$ cat config.mk
export PLATFORM = sky130hd
export DESIGN_NAME = nabp_image_writer_flat
export DESIGN_NICKNAME = d
export VERILOG_FILES = /design/src/rtl/nabp_image_writer_if.sv /design/src/rtl/nabp_image_writer.sv /design/src/flat_wrapper.sv
export SDC_FILE = /design/constraint.sdc
export NUM_CORES = 1
export LEC_CHECK = 0
export ABC_AREA = 1
export CORE_MARGIN = 4
export CORE_UTILIZATION = 55
export CTS_CLUSTER_DIAMETER = 30
export DETAILED_ROUTE_END_ITERATION = 16
export HOLD_SLACK_MARGIN = 0.1
export MAX_ROUTING_LAYER = met4
export PLACE_DENSITY = 0.74
export SYNTH_ARGS = -nofsm -noshare
export SYNTH_HDL_FRONTEND = slang
export SYNTH_SLANG_ARGS = --single-unit
$ cat constraint.sdc
create_clock -name clk -period 4.65 [get_ports clk]
set_input_delay 0.93 -clock clk [delete_from_list [all_inputs] [get_ports clk]]
set_output_delay 0.93 -clock clk [all_outputs]
set_load 0.01 [all_outputs]
$ cat src/rtl/nabp_image_writer_if.sv
`default_nettype none
// +----------------------------------------------------------------------------+
// | nabp_image_writer_if : NABP pixel stream, image RAM write port and status   |
// | Rev 1.0                                                                    |
// +----------------------------------------------------------------------------+
interface nabp_image_writer_if #(
  parameter int DATA_W = 16,
  parameter int ADDR_W = 14
);
  logic              nb_kick;
  logic              nb_done;
  logic [ADDR_W-1:0] nb_addr;
  logic [DATA_W-1:0] nb_val;
  logic              nb_enable;
  logic              mem_wr_en;
  logic [ADDR_W-1:0] mem_wr_addr;
  logic [DATA_W-1:0] mem_wr_data;
  logic              mem_ready;
  logic              frame_done;
  logic [ADDR_W:0]   pixel_count;
  logic              addr_err;

  modport slave (
    input  nb_kick, nb_done, nb_addr, nb_val, mem_ready,
    output nb_enable, mem_wr_en, mem_wr_addr, mem_wr_data,
           frame_done, pixel_count, addr_err
  );

  modport master (
    output nb_kick, nb_done, nb_addr, nb_val, mem_ready,
    input  nb_enable, mem_wr_en, mem_wr_addr, mem_wr_data,
           frame_done, pixel_count, addr_err
  );
endinterface
`default_nettype wire

$ cat src/rtl/nabp_image_writer.sv
`default_nettype none
// +----------------------------------------------------------------------------+
// | nabp_image_writer : buffers the NABP pixel stream and writes it to image RAM|
// | Optional address checker: NABP_IMAGE_WRITER_CHECK_EN.  Rev 1.0              |
// +----------------------------------------------------------------------------+
module nabp_image_writer #(
  parameter int DATA_W     = 16,
  parameter int ADDR_W     = 14,
  parameter int FIFO_DEPTH = 8
) (
  input  logic               clk,
  input  logic               reset_n,
  nabp_image_writer_if.slave bus
);

  localparam int c_ptr_w = (FIFO_DEPTH > 1) ? $clog2(FIFO_DEPTH) : 1;
  localparam int c_cnt_w = c_ptr_w + 1;
  localparam int c_ent_w = ADDR_W + DATA_W;
  localparam logic [c_cnt_w-1:0] c_depth = c_cnt_w'(FIFO_DEPTH);

  typedef enum logic [1:0] {
    S_IDLE   = 2'd0,
    S_STREAM = 2'd1,
    S_DRAIN  = 2'd2,
    S_DONE   = 2'd3
  } state_t;

  state_t state_q, state_d;

  logic [c_ent_w-1:0] fifo_mem_q [FIFO_DEPTH];
  logic [c_ptr_w-1:0] wr_ptr_q, wr_ptr_d;
  logic [c_ptr_w-1:0] rd_ptr_q, rd_ptr_d;
  logic [c_cnt_w-1:0] count_q, count_d;

  logic               slot_valid_q, slot_valid_d;
  logic [ADDR_W-1:0]  slot_addr_q, slot_addr_d;
  logic [DATA_W-1:0]  slot_data_q, slot_data_d;
  logic [ADDR_W:0]    pix_cnt_q, pix_cnt_d;

  logic               w_fifo_full;
  logic               w_fifo_empty;
  logic               w_enable;
  logic               w_beat;
  logic               w_pop;
  logic               w_wr_done;
  logic               w_start;
  logic               w_frame_done;
  logic [c_ent_w-1:0] w_head;

  assign w_fifo_full  = (count_q == c_depth);
  assign w_fifo_empty = (count_q == '0);
  assign w_wr_done    = slot_valid_q & bus.mem_ready;
  assign w_beat       = w_enable;
  // The slot refills in the same cycle its write completes, so a ready RAM sees no bubble.
  assign w_pop        = !w_fifo_empty && (!slot_valid_q || w_wr_done);
  assign w_head       = fifo_mem_q[rd_ptr_q];

  // ---------------------------------------------------------------- FSM
  always_ff @(posedge clk or negedge reset_n) begin
    if (!reset_n) begin
      state_q <= S_IDLE;
    end else begin
      state_q <= state_d;
    end
  end

  always_comb begin
    state_d      = state_q;
    w_enable     = 1'b0;
    w_frame_done = 1'b0;
    w_start      = 1'b0;
    case (state_q)
      S_IDLE: begin
        if (bus.nb_kick) begin
          state_d = S_STREAM;
          w_start = 1'b1;
        end
      end
      S_STREAM: begin
        w_enable = !w_fifo_full;
        if (bus.nb_done) begin
          state_d = S_DRAIN;
        end
      end
      S_DRAIN: begin
        // Leave as the final write completes so frame_done follows it by one cycle.
        if (w_fifo_empty && (!slot_valid_q || w_wr_done)) begin
          state_d = S_DONE;
        end
      end
      S_DONE: begin
        w_frame_done = 1'b1;
        state_d      = S_IDLE;
      end
      default: state_d = S_IDLE;
    endcase
  end

  // ---------------------------------------------------------------- datapath
  always_comb begin
    wr_ptr_d     = wr_ptr_q;
    rd_ptr_d     = rd_ptr_q;
    count_d      = count_q;
    slot_valid_d = slot_valid_q;
    slot_addr_d  = slot_addr_q;
    slot_data_d  = slot_data_q;
    pix_cnt_d    = pix_cnt_q;

    if (w_beat) begin
      wr_ptr_d = wr_ptr_q + 1'b1;
    end
    if (w_pop) begin
      rd_ptr_d = rd_ptr_q + 1'b1;
    end
    case ({w_beat, w_pop})
      2'b10:   count_d = count_q + 1'b1;
      2'b01:   count_d = count_q - 1'b1;
      default: count_d = count_q;
    endcase

    if (w_pop) begin
      slot_valid_d = 1'b1;
      slot_addr_d  = w_head[c_ent_w-1:DATA_W];
      slot_data_d  = w_head[DATA_W-1:0];
    end else if (w_wr_done) begin
      slot_valid_d = 1'b0;
    end

    if (w_start) begin
      pix_cnt_d = '0;
    end else if (w_wr_done && (pix_cnt_q != '1)) begin
      pix_cnt_d = pix_cnt_q + 1'b1;
    end
  end

  always_ff @(posedge clk or negedge reset_n) begin
    if (!reset_n) begin
      wr_ptr_q     <= '0;
      rd_ptr_q     <= '0;
      count_q      <= '0;
      slot_valid_q <= 1'b0;
      slot_addr_q  <= '0;
      slot_data_q  <= '0;
      pix_cnt_q    <= '0;
    end else begin
      wr_ptr_q     <= wr_ptr_d;
      rd_ptr_q     <= rd_ptr_d;
      count_q      <= count_d;
      slot_valid_q <= slot_valid_d;
      slot_addr_q  <= slot_addr_d;
      slot_data_q  <= slot_data_d;
      pix_cnt_q    <= pix_cnt_d;
    end
  end

  // Storage needs no reset: occupancy is tracked by count_q alone.
  always_ff @(posedge clk) begin
    if (w_beat) begin
      fifo_mem_q[wr_ptr_q] <= {bus.nb_addr, bus.nb_val};
    end
  end

  // ---------------------------------------------------------------- address checker
`ifdef NABP_IMAGE_WRITER_CHECK_EN
  logic [ADDR_W-1:0] exp_addr_q, exp_addr_d;
  logic              addr_err_q, addr_err_d;

  always_comb begin
    exp_addr_d = exp_addr_q;
    addr_err_d = addr_err_q;
    if (w_start) begin
      exp_addr_d = '0;
      addr_err_d = 1'b0;
    end else if (w_beat) begin
      exp_addr_d = exp_addr_q + 1'b1;
      if (bus.nb_addr != exp_addr_q) begin
        addr_err_d = 1'b1;
      end
    end
  end

  always_ff @(posedge clk or negedge reset_n) begin
    if (!reset_n) begin
      exp_addr_q <= '0;
      addr_err_q <= 1'b0;
    end else begin
      exp_addr_q <= exp_addr_d;
      addr_err_q <= addr_err_d;
    end
  end

  assign bus.addr_err = addr_err_q;
`else
  assign bus.addr_err = 1'b0;
`endif

  assign bus.nb_enable   = w_enable;
  assign bus.mem_wr_en   = slot_valid_q;
  assign bus.mem_wr_addr = slot_addr_q;
  assign bus.mem_wr_data = slot_data_q;
  assign bus.frame_done  = w_frame_done;
  assign bus.pixel_count = pix_cnt_q;

endmodule
`default_nettype wire

$ cat src/flat_wrapper.sv
// flat-port wrapper written by rule: the top's interface ports become plain ports
module nabp_image_writer_flat 
#(
  parameter int DATA_W     = 16,
  parameter int ADDR_W     = 14,
  parameter int FIFO_DEPTH = 8
)
  (clk, reset_n, bus_nb_kick, bus_nb_done, bus_nb_addr, bus_nb_val, bus_mem_ready, bus_nb_enable, bus_mem_wr_en, bus_mem_wr_addr, bus_mem_wr_data, bus_frame_done, bus_pixel_count, bus_addr_err);
  nabp_image_writer_if #(.DATA_W(DATA_W), .ADDR_W(ADDR_W)) bus_i ();
  input  logic clk;
  input  logic reset_n;
  input wire logic [$bits(bus_i.nb_kick)-1:0] bus_nb_kick;
  input wire logic [$bits(bus_i.nb_done)-1:0] bus_nb_done;
  input wire logic [$bits(bus_i.nb_addr)-1:0] bus_nb_addr;
  input wire logic [$bits(bus_i.nb_val)-1:0] bus_nb_val;
  input wire logic [$bits(bus_i.mem_ready)-1:0] bus_mem_ready;
  output wire logic [$bits(bus_i.nb_enable)-1:0] bus_nb_enable;
  output wire logic [$bits(bus_i.mem_wr_en)-1:0] bus_mem_wr_en;
  output wire logic [$bits(bus_i.mem_wr_addr)-1:0] bus_mem_wr_addr;
  output wire logic [$bits(bus_i.mem_wr_data)-1:0] bus_mem_wr_data;
  output wire logic [$bits(bus_i.frame_done)-1:0] bus_frame_done;
  output wire logic [$bits(bus_i.pixel_count)-1:0] bus_pixel_count;
  output wire logic [$bits(bus_i.addr_err)-1:0] bus_addr_err;
  assign bus_i.nb_kick = bus_nb_kick;
  assign bus_i.nb_done = bus_nb_done;
  assign bus_i.nb_addr = bus_nb_addr;
  assign bus_i.nb_val = bus_nb_val;
  assign bus_i.mem_ready = bus_mem_ready;
  assign bus_nb_enable = bus_i.nb_enable;
  assign bus_mem_wr_en = bus_i.mem_wr_en;
  assign bus_mem_wr_addr = bus_i.mem_wr_addr;
  assign bus_mem_wr_data = bus_i.mem_wr_data;
  assign bus_frame_done = bus_i.frame_done;
  assign bus_pixel_count = bus_i.pixel_count;
  assign bus_addr_err = bus_i.addr_err;
  nabp_image_writer #(.DATA_W(DATA_W), .ADDR_W(ADDR_W), .FIFO_DEPTH(FIFO_DEPTH)) u_core (.clk(clk), .reset_n(reset_n), .bus(bus_i));
endmodule
==> impl_metrics.env <==
export IMPL_status="finished, final reports clean"
export IMPL_num_rows=54
export IMPL_clk_latency_ns=0.55
export IMPL_cp_max_fo=5
export IMPL_final_core_utilization_pct=69.0
export IMPL_grt_pass1_wl_um=44700
export IMPL_cp_depth=5
export IMPL_ant_nets=0
export IMPL_hold_violations=0
export IMPL_wl_per_cell_um=18.9
export IMPL_drive_gt1_share_pct=10.6
export IMPL_critPathCaptureType="output port"
export IMPL_multi_input_area_sq_mm=0.00322
export IMPL_seq_area_sq_mm=0.00866
export IMPL_clock_sinks=298
export IMPL_drv_slew=0
export IMPL_dieArea_sq_mm=0.0247
export IMPL_cp_endpoint="bus_nb_enable"
export IMPL_reg2reg_depth=7
export IMPL_fin_skew_ns=0.0193
export IMPL_seq_area_frac_synth_pct=70.9
export IMPL_rsz0062_at_grt="no"
export IMPL_gp_congestion=0.802
export IMPL_start_util_pct=56.0
export IMPL_vias_per_cell=5.62
export IMPL_whs_ns=0.478
export IMPL_clock_fmax_mhz=331
export IMPL_synth_fp_nets=1129
export IMPL_initialDrtViolationCount=687
export IMPL_portBuffers=82
export IMPL_ys_flop_type="edfxtp_1"
export IMPL_drc=0
export IMPL_fin_crit_sh_pct=64.9
export IMPL_startpoint_type="flip-flop"
export IMPL_path_clk_slew_ns=0.05
export IMPL_cts_buffers=51
export IMPL_avgSynthCellArea_sq_um=11.3
export IMPL_cts_root_buf="clkbuf_16"
export IMPL_grt_pass1_vias=8432
export IMPL_cts_setup_buffers=0
export IMPL_path_delay_family="buffers and inverters"
export IMPL_power_density_mw_per_mm2=697
export IMPL_synth_area_sq_mm=0.0122
export IMPL_cts_tree="yes"
export IMPL_yosysMostFrequentCell="nor2_1"
export IMPL_cts_max_path_buffers=3
export IMPL_netlist_top_cells_count="264 x nor2_1, 240 x edfxtp_1, 137 x nand2_1, 123 x nand3_1, 65 x o21ai_1"
export IMPL_finalWirelength_um=28300
export IMPL_die_h_um=157
export IMPL_slew_headroom_pct=22.2
export IMPL_r2r_setup_slack_ns=2.02
export IMPL_yosys_area_top_type_share_pct=59.0
export IMPL_critPathBufInv=3
export IMPL_hold_path_class="reg2reg"
export IMPL_core_area_sq_mm=0.0218
export IMPL_cts_hold_buf=0
export IMPL_syn_to_final_growth_pct=23.3
export IMPL_crit_path_top_delay_cell="clkdlybuf4s50_1"
export IMPL_vias=8431
export IMPL_setup_slack_ns=1.63
export IMPL_nets=1224
export IMPL_grt_usage_pct=24.0
export IMPL_arrival_ns=2.09
export IMPL_drtPass1Iterations=5
export IMPL_num_antenna_cells=0
export IMPL_r2r_end="u_core.fifo_mem_q[3][15]$_DFFE_PP_"
export IMPL_die_width_um=157
export IMPL_antenna_found_initial=0
export IMPL_drv_cap=0
export IMPL_pre_cts_ws_ns=1.62
export IMPL_fillerInstances=1522
export IMPL_io_pins=84
export IMPL_path_class="reg2out"
export IMPL_synth_top_cell_by_area="edfxtp_1"
export IMPL_synth_area_leaders="edfxtp_1 59%, dfrtp_1 12%, nor2_1 8.1%"
export IMPL_max_stage_delay_ns=0.56
export IMPL_synthCells=1083
export IMPL_cp_data_required_time_ns=3.72
export IMPL_rr_startpoint="u_core.state_q[1]$_DFFE_PN0P_"
export IMPL_gr_total_overflow=0
export IMPL_path_common_cell="inv_1"
export IMPL_yosys_warnings=0
export IMPL_tns_ns=0
export IMPL_grt_max_degree=73
export IMPL_async_reset_ff_share_pct=19.5
export IMPL_path_cells="inv_1 > ha_1 > nand2_1 > inv_1 > clkdlybuf4s50_1"
export IMPL_startpoint="u_core.state_q[1]$_DFFE_PN0P_"
export IMPL_p_leak_uw=0.00571
export IMPL_irDropWorstVdd_uv=408
export IMPL_post_cts_resized_instances=0
export IMPL_setup_viol=0
export IMPL_synth_edf_count=240
export IMPL_worstMarginPinSlew_ns=1.16
export IMPL_fin_crit_ns=3.02
export IMPL_dp_hpwl_um=14500
export IMPL_ys_types=33
export IMPL_ys_seq_elements=298
export IMPL_htree_levels=2
## area by class of cell
cell class                 count  share of cell area, %
timing repair buffer          97                   6.16
clock inverter                41                   3.12
inverter                      33                  0.831
sequential                   298                   57.5
tap                          280                   2.33
clock buffer                  55                   8.64
multi-input combinational    697                   21.4
## where the power goes
part | internal, uW | leakage, uW | switching (uW) | total (uW)
clock | 2450 | 0.000856 | 1340 | 3790
combinational | 1050 | 0.00197 | 1960 | 3010
sequential | 3400 | 0.00289 | 291 | 3690
total | 6910 | 0.00571 | 3580 | 10500
## stage by stage
step	power (uW)	cell area, sq um	std cells
final	10500	15100	1501
after floorplan	5630	12200	1083
after detailed placement	6700	13300	1405
after global routing	11100	15100	1501
after global placement	6620	13300	1405
after CTS	10600	15100	1501
## kinds of logic after synthesis
group / share of synthesized area (%)
compound gates: 5.57
xor+xnor: 0.789
fa+ha+maj: 1.13
flops: 70.9
buf+inv: 3.21
other cells: 0.0307
simple gates: 18.4
## cells in the final DEF, fill, tap and decap left out, types with 5 or more instances in the layout
cell type / count
edfxtp_1: 240
dfrtp_1: 56
nor2_4: 9
o21ai_0: 64
clkinv_4: 10
clkinv_2: 6
inv_6: 10
clkbuf_16: 51
buf_4: 15
bufinv_16: 7
nor2_1: 256
clkdlybuf4s50_1: 81
clkinvlp_4: 5
inv_1: 27
nand2_1: 137
xor2_1: 9
o21ai_1: 65
nand3_1: 123
ha_1: 11
## worst min path at each step
stage / from / end / cells after the start
finish: u_core.bus.mem_wr_data[0]$_DFFE_PN0P_ / u_core.bus.mem_wr_data[0]$_DFFE_PN0P_ / 2
global route: u_core.bus.mem_wr_data[0]$_DFFE_PN0P_ / u_core.bus.mem_wr_data[0]$_DFFE_PN0P_ / 2
floorplan: u_core.state_q[1]$_DFFE_PN0P_ / u_core.state_q[1]$_DFFE_PN0P_ / 2
detailed placement: u_core.bus.mem_wr_addr[6]$_DFFE_PN0P_ / u_core.bus.mem_wr_addr[6]$_DFFE_PN0P_ / 2
CTS: u_core.bus.mem_wr_data[0]$_DFFE_PN0P_ / u_core.bus.mem_wr_data[0]$_DFFE_PN0P_ / 2
global placement: u_core.bus.mem_wr_data[0]$_DFFE_PN0P_ / u_core.bus.mem_wr_data[0]$_DFFE_PN0P_ / 2
## worst register-to-register path, stage by stage, from the launching register on
cell	delay, ns
dfrtp_1	0.40
inv_1	0.10
ha_1	0.17
nand2_1	0.14
inv_1	0.17
nand2_1	0.25
nor2_4	0.66
buf_4	0.41
## per-layer routing
| layer | GRT usage [%] | part of all wire, % | vias up |
|---|---|---|---|
| met4 | 8.35 | 2.4 | 0 |
| met1 | 30.4 | 41 | 4088 |
| met5 | - | 0 | - |
| met3 | 4.48 | 7.2 | 61 |
| li1 | - | - | 3944 |
| met2 | 39.3 | 50 | 338 |
## flip-flops by register name, summed over array words and instances, names as in the netlist
signal	count
u_core.bus.mem_wr_data	16
u_core.fifo_mem_q	240
u_core.rd_ptr_q	3
u_core.count_q	4
u_core.bus.mem_wr_addr	14
u_core.bus.mem_wr_en	1
u_core.state_q	2
u_core.wr_ptr_q	3
u_core.bus.pixel_count	15
(Power assumes the default switching activity.)
